===== src/rtl/uart_tx_fifo.sv =====
// uart_tx_fifo: 8N1 UART transmitter fed by a small byte FIFO, LSB first, back-to-back frames
module uart_tx_fifo #(
  parameter int CLKS_PER_BIT = 434,
  parameter int FIFO_DEPTH   = 4,
  parameter int FIFO_AW      = 2
) (
  input  logic               clk,
  input  logic               nRst,
  input  logic [7:0]         in_data,
  input  logic               in_valid,
  output logic               in_ready,
  output logic               tx,
  output logic               busy,
  output logic [FIFO_AW:0]   level
);
  localparam int CW = $clog2(CLKS_PER_BIT);
  localparam logic [FIFO_AW:0] FULL = (FIFO_AW+1)'(FIFO_DEPTH);
  typedef enum logic [1:0] {IDLE, START, DATA, STOP} state_t;
  state_t state_q, state_d;
  logic [7:0] mem_q [FIFO_DEPTH];
  logic [FIFO_AW-1:0] wr_ptr_q, rd_ptr_q;
  logic [FIFO_AW:0] level_q;
  logic [CW-1:0] cnt_q, cnt_d;
  logic [2:0] idx_q, idx_d;
  logic [7:0] shift_q, shift_d;
  logic tx_q, tx_d, push, pop, wrap, has_data;
  assign in_ready = level_q != FULL;
  assign push = in_valid && in_ready;
  assign has_data = level_q != '0;
  assign wrap = cnt_q == CW'(CLKS_PER_BIT-1);
  assign tx = tx_q;
  assign busy = state_q != IDLE;
  assign level = level_q;
  always_comb begin
    state_d = state_q;
    cnt_d = wrap ? '0 : cnt_q + 1'b1;
    idx_d = idx_q;
    shift_d = shift_q;
    tx_d = tx_q;
    pop = 1'b0;
    case (state_q)
      IDLE: begin
        cnt_d = '0;
        tx_d = 1'b1;
        if (has_data) begin
          pop = 1'b1;
          shift_d = mem_q[rd_ptr_q];
          tx_d = 1'b0;
          state_d = START;
        end
      end
      START: if (wrap) begin
        tx_d = shift_q[0];
        idx_d = '0;
        state_d = DATA;
      end
      DATA: if (wrap) begin
        if (idx_q == 3'd7) begin
          tx_d = 1'b1;
          state_d = STOP;
        end else begin
          shift_d = shift_q >> 1;
          tx_d = shift_q[1];
          idx_d = idx_q + 3'd1;
        end
      end
      STOP: if (wrap) begin
        // a queued byte starts its frame on this very edge, leaving no idle gap
        if (has_data) begin
          pop = 1'b1;
          shift_d = mem_q[rd_ptr_q];
          tx_d = 1'b0;
          state_d = START;
        end else begin
          tx_d = 1'b1;
          state_d = IDLE;
        end
      end
      default: state_d = IDLE;
    endcase
  end
  always_ff @(posedge clk) begin
    if (nRst) begin
      state_q <= IDLE;
      wr_ptr_q <= '0;
      rd_ptr_q <= '0;
      level_q <= '0;
      cnt_q <= '0;
      idx_q <= '0;
      shift_q <= '0;
      tx_q <= 1'b1;
    end else begin
      state_q <= state_d;
      cnt_q <= cnt_d;
      idx_q <= idx_d;
      shift_q <= shift_d;
      tx_q <= tx_d;
      wr_ptr_q <= push ? wr_ptr_q + 1'b1 : wr_ptr_q;
      rd_ptr_q <= pop ? rd_ptr_q + 1'b1 : rd_ptr_q;
      level_q <= (push && !pop) ? level_q + 1'b1 : (!push && pop) ? level_q - 1'b1 : level_q;
    end
  end
  always_ff @(posedge clk) begin
    if (push) mem_q[wr_ptr_q] <= in_data;
  end
endmodule


===== config.mk =====
export PLATFORM = sky130hd
export DESIGN_NAME = uart_tx_fifo
export DESIGN_NICKNAME = d
export VERILOG_FILES = /design/src/rtl/uart_tx_fifo.sv
export SDC_FILE = /design/constraint.sdc
export NUM_CORES = 1
export LEC_CHECK = 0
export CORE_MARGIN = 1
export CORE_UTILIZATION = 25
export DETAILED_ROUTE_END_ITERATION = 8
export MAX_ROUTING_LAYER = met4
export SLEW_MARGIN = 40
export SYNTH_ARGS = -nofsm -noshare
export SYNTH_HDL_FRONTEND = slang
export SYNTH_SLANG_ARGS = --single-unit

===== constraint.sdc =====
create_clock -name clk -period 2.7 [get_ports clk]
set_input_delay 0.27 -clock clk [delete_from_list [all_inputs] [get_ports clk]]
set_output_delay 0.27 -clock clk [all_outputs]
set_load 0.1 [all_outputs]

==> results of run 1 <==
==> layout make-up <==
cell class              count  area [µm²]  share of cell area [%]
clock buffers               9         225                    6.48
clock inverters             7        71.3                    2.05
inverters                   8        30.0                   0.865
multi-input cells         162        1210                    34.7
flip-flops and latches     64        1610                    46.2
well taps                 140         175                    5.04
repair buffers             18         160                    4.61
==> worst paths after layout <==
| kind | cells after the start | slack [ps] | end | start |
|---|---|---|---|---|
| setup reg to reg | 11 | 220 | level[2] | cnt_q[1] |
| hold reg to reg | 1 | 460 | cnt_q[0] | cnt_q[0] |
| hold / removal | 1 | 460 | cnt_q[0] | cnt_q[0] |
| setup / recovery | 11 | 220 | level[2] | cnt_q[1] |
==> per-layer routing <==
layer	up-vias	part of all wire [%]
met2	35	49
met3	8	4.3
li1	935	-
met1	877	46
met5	-	0
met4	0	0.65
==> Yosys cell counts (all sizes together) (2+ instances only) <==
library cell   n  area share, %
dfxtp         32             22
edfxtp        32             34
nor2          22            2.9
mux2i         17            5.9
a21oi         15            2.6
ha            14            6.1
o21ai         11            1.9
nand4          9            2.0
inv            8            1.0
nand2b         8            1.7
a22oi          7            1.8
xnor2          6            1.8
and2           5            1.1
nand2          5           0.66
buf            4           0.66
xor2           4            1.2
a211o          3           0.92
and3           3           0.66
clkbuf         3           0.39
nor2b          3           0.66
nor3           3           0.52
or3            3           0.66
a22o           2           0.61
and4           2           0.61
mux2           2           0.79
nand3          2           0.35
==> power breakdown <==
| part | switching (W) | internal, W | leakage (nW) | total, W |
|---|---|---|---|---|
| combinational | 0.000727 | 0.000420 | 0.522 | 0.00115 |
| clock | 0.000423 | 0.000713 | 0.138 | 0.00114 |
| sequential | 0.000129 | 0.00121 | 0.556 | 0.00133 |
==> timing repair <==
action / 4_1_cts / 5_1_grt
endpoints found under the setup margin: 0 / 1
resized for setup: 0 / 1
hold buffers: 0 / 0
buffers inserted: 0 / 0
==> state kept, by name (all words and copies together), names as in the netlist, 2 cells and up, named ones only <==
signal,cells
wr_ptr_q,2
mem_q,32
cnt_q,9
level,3
state_q,2
shift_q,8
idx_q,3
rd_ptr_q,2
==> stage by stage <==
| stage | instances | hold slack [ps] |
|---|---|---|
| CTS | 408 | 468 |
| finish | 408 | 463 |
| floorplan | 241 | 369 |
| global route | 408 | 510 |
| global placement | 392 | 444 |
| detailed placement | 392 | 461 |
==> critical path, cell delays in order (launching register included) <==
cell and delay [ps]:
dfxtp_1 340, inv_1 50, ha_1 190, and4_1 190, a31oi_2 260, nand2b_1 150, ha_1 180, inv_1 60
fa_1 380, xor2_1 180, or3_1 310, a21oi_1 140
==> kinds of logic after synthesis <==
logic type | Yosys count | share of synthesized area, %
simple gates | 70 | 13.7
fa+ha+maj | 15 | 6.82
mux | 20 | 7.52
xor+xnor | 10 | 3.06
flops | 64 | 56.0
buf+inv | 15 | 2.10
compound gates | 47 | 10.8
==> summary.md, run 1 <==
| Metric | Value |
|---|---|
| Outcome | finished clean |
| Vias | 1855 |
| Final WL | 5.50 mm |
| Core Util, Final | 31.6% |
| Longest Clk Path Bufs | 2 |
| Crit. End Element | register |
| Syn Inst Count | 241 |
| Setup violators final | 0 |
| Gr ovfl total | 0 |
| CP required | 2950 ps |
| Unrepaired setup endpoints after global routing | no |
| Relative slew slack | 53.8% |
| Commonest non-fill, non-tap cell in the layout | edfxtp_1 |
| Final Critical Period | 2480 ps |
| Hold Path Class | register to register |
| Clock Skews | 4.54 ps |
| DR iter-0 viols | 87 |
| Global routing met3 resource utilization | 4.72% |
| Met2 Use GR | 16.5% |
| Power per Cell Area | 1040 nW/µm² |
| Fin crit share | 92.0% |
| Fin nets | 289 |
| Vias in the first global route | 1871 |
| Slew of the pin with the lowest slew margin | 692 ps |
| Average wire per standard cell | 13.5 µm |
| CTS tree | done |
| Tot Pwr | 0.00362 W |
| Top FF cell, synth | edfxtp_1 |
| Post-synth EDFFs | 32 |
| Drt drc | 0 |
| Die height | 109 µm |
| Design area | 3470 µm² |
| Site row count | 38 |
| Post-route setup slack | 215 ps |
| Worst Path Max Fanout | 4 |
| Setup CP Type | register to register |
| X dimension of the die | 109 µm |
| Diodes inserted | 0 |
| Ys async rst share | 0% |
| Initial antenna violation count | 0 |
| Placer Congestion | 0.747 |
| Count of cell types in the netlist | 45 |
| Max VDD drop | 0.342 mV |
| First-pass GRT wire length | 9.22 mm |
| Post-Syn Area | 2860 µm² |
| Pins Over Slew Limit | 0 |
| Yosys reg bits | 64 |
| Leakage | 1.22 nW |
| MaxCap Viol Count | 0 |
| Register area share after synthesis | 56.0% |
| Pre-antenna DRT Iters | 4 |
| DRT antenna net count | 0 |
| Dpl hpwl | 3.65 mm |
| # IOs | 17 |
| Vias per inst | 4.55 |
| Warnings, synthesis | 0 |
| Placed cell area | 3170 µm² |
| Fin. Hold Viols | 0 |
| Total track usage | 10.8% |
| CTS root buffer | clkbuf_16 |
| Fillers | 1076 |
| Buffers on Ports | 16 |
| Total CTS buffers | 9 |
| Avg Synthesized Cell Area | 11.9 µm² |
| Commonest non-fill, non-tap cells in the layout | 32 x edfxtp_1, 29 x dfxtp_1, 22 x nor2_1 |
| Clock sink count | 64 |
| Post-synth net total | 267 |
| Busiest grt layer | met2 |
| Initial Util | 26.1% |
| Critical path launch point type | register |
| Clk_lat worst skew | 330 ps |
| Largest net degree at the start of global routing | 21 |
| Share of layout cells above drive strength 1 | 12.7% |
| Die ar. | 11900 µm² |
| Pre-CTS setup slack | 188 ps |
| FMAX | 402 MHz |
| Core Area | 11000 µm² |
| CTS H-tree depth | 3 |
| Setup TNS | 0 ps |
| CP arrival | 2740 ps |
| Area delta synth->final | 21.4% |
| Met1 Resource Use GR | 12.4% |
| Clock transition at path regs | 50 ps |
Power figures use the tool's default switching activity.
==> inputs of run 2 (changes only) <==
--- a/config.mk
+++ b/config.mk
@@ -8,6 +8,8 @@
 export CORE_MARGIN = 1
 export CORE_UTILIZATION = 25
 export DETAILED_ROUTE_END_ITERATION = 8
+export DONT_BUFFER_PORTS = 1
+export HOLD_SLACK_MARGIN = 0.1
 export MAX_ROUTING_LAYER = met4
 export SLEW_MARGIN = 40
 export SYNTH_ARGS = -nofsm -noshare
==> run 2 against run 1 <==
Net effect:
- worst setup slack got worse by 48 ps
- largest power group unchanged
- routed wire length is 4.1% lower
- worst hold slack got worse by 280 ps
- via count is 1.3% higher
- utilization is 0.34 points lower
- maximum frequency fell by 1.9%
- critical path type unchanged
- count of clock-buffer cells in the layout grew 1
- clock skew fell by 0.88 ps
==> summary.md, run 2 (same netlist as run 1, synthesis figures left out) <==
| Metric | Value |
|---|---|
| Buffers on Ports | 0 (-16) |
| Setup CP Type | register to register |
| Largest reg by FF count | mem_q |
| Vias per inst | 4.64 (+2.0%) |
| Top Registers | mem_q x32, cnt_q x9, shift_q x8 |
| Crit. End Element | register |
| Switching portion of total power | 34.8% (-0.57 points) |
| Vias | 1879 (+1.3%) |
| Pre-CTS setup slack | 199 ps (+11.0 ps) |
| Dpl hpwl | 3.56 mm (-2.5%) |
| Final Critical Period | 2530 ps (+47.5 ps) |
| Seq pwr share | 38.3% (+1.4 points) |
| Placer Congestion | 0.774 (+3.5%) |
| # IOs | 17 (unchanged) |
| Core Util, Final | 31.3% (-0.34 points) |
| Vias in the first global route | 1831 (-2.1%) |
| Power per Cell Area | 1040 nW/µm² (-0.38%) |
| Total CTS buffers | 9 (unchanged) |
| Area occupied by multi-input gates | 1200 µm² (-0.52%) |
| Critical path launch point type | register |
| Post-CTS Hold Buffers | 9 (+9) |
| Gr ovfl total | 0 (unchanged) |
| Longest Clk Path Bufs | 2 (unchanged) |
| Leakage | 1.21 nW (-0.80%) |
| DRT antenna net count | 0 (unchanged) |
| Site row count | 38 (unchanged) |
| Clk_lat worst skew | 320 ps (about the same) |
| Register area | 1610 µm² (about the same) |
| Die height | 109 µm (unchanged) |
| Pint | 0.00232 W (-0.59%) |
| Hold Path Class | input pin to register |
| CTS tree | done |
| Core Area | 11000 µm² (unchanged) |
| Unrepaired setup endpoints after global routing | no |
| Diodes inserted | 0 (unchanged) |
| CTS root buffer | clkbuf_16 |
| Clock Skews | 3.65 ps (-0.884 ps) |
| Pins Over Slew Limit | 0 (unchanged) |
| FMAX | 395 MHz (-1.9%) |
| Worst Path Max Fanout | 5 (+1) |
| Initial antenna violation count | 0 (unchanged) |
| CTS H-tree depth | 3 (unchanged) |
| MaxCap Viol Count | 0 (unchanged) |
| Slew of the pin with the lowest slew margin | 849 ps (+156 ps) |
| Relative slew slack | 43.3% (-10 points) |
| Share of layout cells above drive strength 1 | 11.3% (-1.4 points) |
| Initial Util | 26.1% (unchanged) |
| Final WL | 5.28 mm (-4.1%) |
| Total track usage | 10.2% (-0.56 points) |
| Area delta synth->final | 20.1% |
| CP required | 2940 ps (about the same) |
| Fin nets | 286 (-1.0%) |
| Max FFs per register | 32 (unchanged) |
| Average wire per standard cell | 13.0 µm (-3.4%) |
| Post-placement cell count | 380 (-3.1%) |
| Largest net degree at the start of global routing | 21 (unchanged) |
| Net Sw Power | 0.00124 W (-3.0%) |
| Commonest non-fill, non-tap cells in the layout | 32 x edfxtp_1, 28 x dfxtp_1, 22 x nor2_1 |
| Post-route insts no fill | 405 (-0.74%) |
| X dimension of the die | 109 µm (unchanged) |
| DR iter-0 viols | 149 (+71%) |
| Post-route setup slack | 168 ps (-47.5 ps) |
| Commonest non-fill, non-tap cell in the layout | edfxtp_1 |
| Fin. Hold Viols | 0 (unchanged) |
| First-pass GRT wire length | 8.89 mm (-3.6%) |
| Clock sink count | 64 (unchanged) |
| Die ar. | 11900 µm² (unchanged) |
| Clock transition at path regs | 50 ps (about the same) |
| Max VDD drop | 0.323 mV (-5.7%) |
| Drt drc | 0 (unchanged) |
| Outcome | finished clean |
| Clock power share | 30.8% (-0.6 points) |
| Comb power frac | 30.9% (-0.8 points) |
| Setup TNS | 0 ps (unchanged) |
| Setup violators final | 0 (unchanged) |
| CTS resizes | 0 (unchanged) |
| Fin crit share | 93.8% (+1.8 points) |
| Pre-antenna DRT Iters | 4 (unchanged) |
| Post-CTS Setup Inserts | 0 (unchanged) |
| Fillers | 1096 (+1.9%) |
| CP arrival | 2780 ps (+40 ps) |
## run 2: cell types whose count changed in the layout (fill, tap and decap cells not counted), moves of 2 or more
cell,before,now
clkdlybuf4s50_1,10,0
dlygate4sd3_1,0,9
buf_4,8,6
clkinvlp_4,3,1
## run 2: area by class of cell
class                      count  share of cell area [%]
clock buffer                  10                    6.66
clock inverter                 6                    1.75
inverter                       8                   0.874
multi-input combinational    162                    34.9
sequential                    64                    46.8
tap                          140                    5.10
timing repair buffer          15                    3.93
## run 2: path summary, 6_finish.rpt
path,depth (start not counted),slack (ps),end,from
worst max-delay path,10,170,level[2],state_q[0]
worst min-delay path,3,180,state_q[1],nRst
worst max register to register,10,170,level[2],state_q[0]
worst min register to register,2,470,shift_q[4],shift_q[4]
## run 2: power groups by stage
stage / clock, W / combinational, W / sequential (W)
floorplan: 0 / 0.000769 / 0.00145
global placement: 0 / 0.00107 / 0.00137
detailed placement: 0 / 0.00108 / 0.00138
CTS: 0.00113 / 0.00111 / 0.00136
global route: 0.00117 / 0.00122 / 0.00139
finish: 0.00110 / 0.00110 / 0.00136
## run 2: stage by stage
step	area [µm²]	hold WS [ps]	power, W
after floorplan	2860	369	0.00222
after global placement	3050	344	0.00244
after detailed placement	3060	345	0.00247
after CTS	3440	169	0.00360
after global routing	3440	203	0.00378
final	3440	180	0.00356
## run 2: worst max-delay path, stage by stage (launching register included)
cell      delay (ps)
dfxtp_1          400
inv_1            110
ha_1             270
a31oi_1          290
nand2b_1         160
ha_1             170
inv_1             60
fa_1             370
xor2_1           180
or3_1            310
a21oi_1          130
## run 2: routing by layer
| layer | part of all wire [%] | up-vias | track usage (%) |
|---|---|---|---|
| met5 | 0 | - | - |
| li1 | - | 930 | - |
| met2 | 48 | 40 | 15.6 |
| met1 | 47 | 901 | 12.3 |
| met3 | 3.8 | 8 | 3.53 |
| met4 | 1.4 | 0 | 4.15 |
==> inputs of run 3 (changes only) <==
--- a/config.mk
+++ b/config.mk
@@ -9,9 +9,9 @@
 export CORE_UTILIZATION = 25
 export DETAILED_ROUTE_END_ITERATION = 8
 export DONT_BUFFER_PORTS = 1
-export HOLD_SLACK_MARGIN = 0.1
 export MAX_ROUTING_LAYER = met4
 export SLEW_MARGIN = 40
 export SYNTH_ARGS = -nofsm -noshare
 export SYNTH_HDL_FRONTEND = slang
 export SYNTH_SLANG_ARGS = --single-unit
+export TNS_END_PERCENT = 10
==> constraint.sdc (replaced) <==
create_clock -name clk -period 2.7 [get_ports clk]
set_input_delay 0.27 -clock clk [delete_from_list [all_inputs] [get_ports clk]]
set_output_delay 0.27 -clock clk [all_outputs]
set_load 0.05 [all_outputs]
==> run 3 against run 2 <==
Net effect:
- non-clock buffer count shrank 10
- clock power shrank 4%
- power shrank 5.2%
- sequential share of layout area grew 1.3 points
- clock skew grew 2.3 ps
- worst setup slack gained 64 ps
- sequential power is essentially flat
- design area shrank 3.0%
- routed wire length shrank 0.38%
- maximum frequency grew 2.6%
- via count shrank 2.3%
- largest power group unchanged
- highest routed layer unchanged
==> summary.md, run 3 (same netlist as run 1, synthesis figures left out) <==
| Metric | Value |
|---|---|
| Total track usage | 9.96% (-0.25 points) |
| Commonest non-fill, non-tap cell in the layout | edfxtp_1 |
| Site row count | 38 (unchanged) |
| Dpl hpwl | 3.59 mm (+1.1%) |
| Crit-path slowest cell | dfxtp_1 |
| Clock power share | 31.3% (+0.5 points) |
| Fin. Hold Viols | 0 (unchanged) |
| Outcome | finished clean |
| Slew of the pin with the lowest slew margin | 681 ps (-168 ps) |
| Post-route insts no fill | 395 (-2.5%) |
| Worst Min Path Start | nRst |
| Final Critical Period | 2470 ps (-63.6 ps) |
| Vias in the first global route | 1778 (-2.9%) |
| MaxCap Viol Count | 0 (unchanged) |
| WHS Endpoint | shift_q[2] |
| Fin nets | 276 (-3.5%) |
| Post-placement cell count | 379 (-0.26%) |
| Die ar. | 11900 µm² (unchanged) |
| DR iter-0 viols | 112 (-25%) |
| Pins Over Slew Limit | 0 (unchanged) |
| First-pass GRT wire length | 8.70 mm (-2.1%) |
| Pint | 0.00223 W (-4.1%) |
| Vias | 1835 (-2.3%) |
| CP arrival | 2720 ps (-60 ps) |
| Pre-antenna DRT Iters | 4 (unchanged) |
| Share of layout cells above drive strength 1 | 11.0% (-0.34 points) |
| Max FFs per register | 32 (unchanged) |
| Power per Cell Area | 1010 nW/µm² (-2.2%) |
| Max VDD drop | 0.384 mV (+19%) |
| Setup CP Type | register to register |
| R2R setup slack | 230 ps (+60 ps) |
| Fin crit share | 91.4% (-2.4 points) |
| Post-route setup slack | 231 ps (+63.6 ps) |
| Unrepaired setup endpoints after global routing | no |
| CP required | 2960 ps (+20 ps) |
| Buffers on Ports | 0 (unchanged) |
| Critical Path Max Stage Delay | 410 ps (about the same) |
| Setup TNS | 0 ps (unchanged) |
| CTS H-tree depth | 3 (unchanged) |
| Area delta synth->final | 16.4% |
| Drt drc | 0 (unchanged) |
| Fillers | 1103 (+0.64%) |
| Leakage | 1.16 nW (-4.0%) |
| Worst Path Max Fanout | 5 (unchanged) |
| Gr ovfl total | 0 (unchanged) |
| Reg2reg start | state_q[0] |
| Setup violators final | 0 (unchanged) |
| Initial antenna violation count | 0 (unchanged) |
| Hold Path Class | input pin to register |
| Average wire per standard cell | 13.3 µm (+2.1%) |
| Critical path cell sequence | inv_1, ha_1, a31oi_2, nand2b_1, ha_1, inv_1, fa_1, xor2_1, or3_1, a21oi_1 |
| Worst hold path depth | 1 (-2) |
| Largest reg by FF count | mem_q |
| Commonest non-fill, non-tap cells in the layout | 32 x edfxtp_1, 31 x dfxtp_1, 22 x nor2_1 |
| Crit. End Element | register |
| Clk_lat worst skew | 320 ps (about the same) |
| Initial Util | 26.1% (unchanged) |
| Clock sink count | 64 (unchanged) |
| Net Sw Power | 0.00115 W (-7.2%) |
| Top Registers | mem_q x32, cnt_q x9, shift_q x8 |
| FMAX | 405 MHz (+2.6%) |
| X dimension of the die | 109 µm (unchanged) |
| Total CTS buffers | 9 (unchanged) |
| Pre-CTS setup slack | 204 ps (+4.89 ps) |
| Clock Skews | 5.97 ps (+2.31 ps) |
| Switching portion of total power | 34.1% (-0.72 points) |
| # IOs | 17 (unchanged) |
| CTS tree | done |
| Post-CTS Setup Inserts | 0 (unchanged) |
| Final WL | 5.26 mm (-0.38%) |
| Vias per inst | 4.65 (+0.13%) |
| Design area | 3330 µm² (-3.0%) |
| CTS root buffer | clkbuf_16 |
| R2r worst-path depth | 10 (unchanged) |
| Clock transition at path regs | 60 ps (about the same) |
| DRT antenna net count | 0 (unchanged) |
| Die height | 109 µm (unchanged) |
| Core Area | 11000 µm² (unchanged) |
| Comb power frac | 28.9% (-2.0 points) |
| Relative slew slack | 54.6% (+11 points) |
| Seq pwr share | 39.8% (+1.5 points) |
| Diodes inserted | 0 (unchanged) |
| Worst reg2reg endpoint | level[2] |
| Critical path launch point type | register |
| Placer Congestion | 0.785 (+1.5%) |
| Placed cell area | 3040 µm² (-0.41%) |
| Largest net degree at the start of global routing | 23 (+9.5%) |
| Longest Clk Path Bufs | 2 (unchanged) |
## run 3: power groups by stage
| stage | logic (W) | registers, W | clock network [W] |
|---|---|---|---|
| 6_report | 0.000977 | 0.00134 | 0.00106 |
| 3_5_place_dp | 0.000969 | 0.00136 | 0 |
| 2_1_floorplan | 0.000729 | 0.00137 | 0 |
| 3_3_place_gp | 0.000956 | 0.00135 | 0 |
| 5_1_grt | 0.00109 | 0.00137 | 0.00112 |
| 4_1_cts | 0.000977 | 0.00134 | 0.00108 |
## run 3: metal layers
layer / vias up / routed length [µm] / track usage [%] / part of all wire, %
li1: 909 / - / - / -
met1: 882 / 2460 / 11.9 / 47
met2: 37 / 2470 / 15.2 / 47
met3: 7 / 271 / 4.24 / 5.2
met4: 0 / 56 / 2.90 / 1.1
met5: - / 0 / - / 0
## run 3: metrics by stage
step           hold slack [ps]  utilization [%]  total power (W)
5_1_grt                   5.65             30.3          0.00358
4_1_cts                   1.41             30.3          0.00341
6_report                  22.9             30.3          0.00338
2_1_floorplan              369                -          0.00210
3_3_place_gp               347             27.7          0.00231
3_5_place_dp               348             27.7          0.00233
## run 3: repair_timing
action                                  in CTS  in global routing
hold buffers                                 0                  0
gates resized for setup                      0                  1
endpoints found under the setup margin       0                  1
hold endpoints to repair                     0                  0
## run 3: cell type report
type / count / area, µm² / area share, %
Sequential cell: 64 / 1600 / 48.1
Multi-Input combinational cell: 162 / 1210 / 36.2
Clock buffer: 9 / 225 / 6.76
Tap cell: 140 / 175 / 5.26
Clock inverter: 7 / 55.1 / 1.65
Timing Repair Buffer: 5 / 37.5 / 1.13
Inverter: 8 / 30.0 / 0.901
## run 3: how the worst max path moves through the flow
stage          cells past startpoint        from        to  slack (ps)
2_1_floorplan                      8    level[0]  level[2]         160
3_3_place_gp                      11    cnt_q[1]  level[2]         300
3_5_place_dp                      10  state_q[0]  level[2]         200
4_1_cts                           10  state_q[0]  level[2]         180
5_1_grt                           10  state_q[0]  level[2]          50
6_report                          10  state_q[0]  level[2]         230
## run 3: worst max-delay path, delay by kind of cell, from the launching register on
kind | cells | cell delay (ps)
adders and majority gates | 3 | 830
and+or+nand+nor | 2 | 450
DFF | 1 | 410
AOI/OAI and AO/OA | 2 | 370
xor gates and xnor gates | 1 | 170
buffers and inverters | 2 | 170
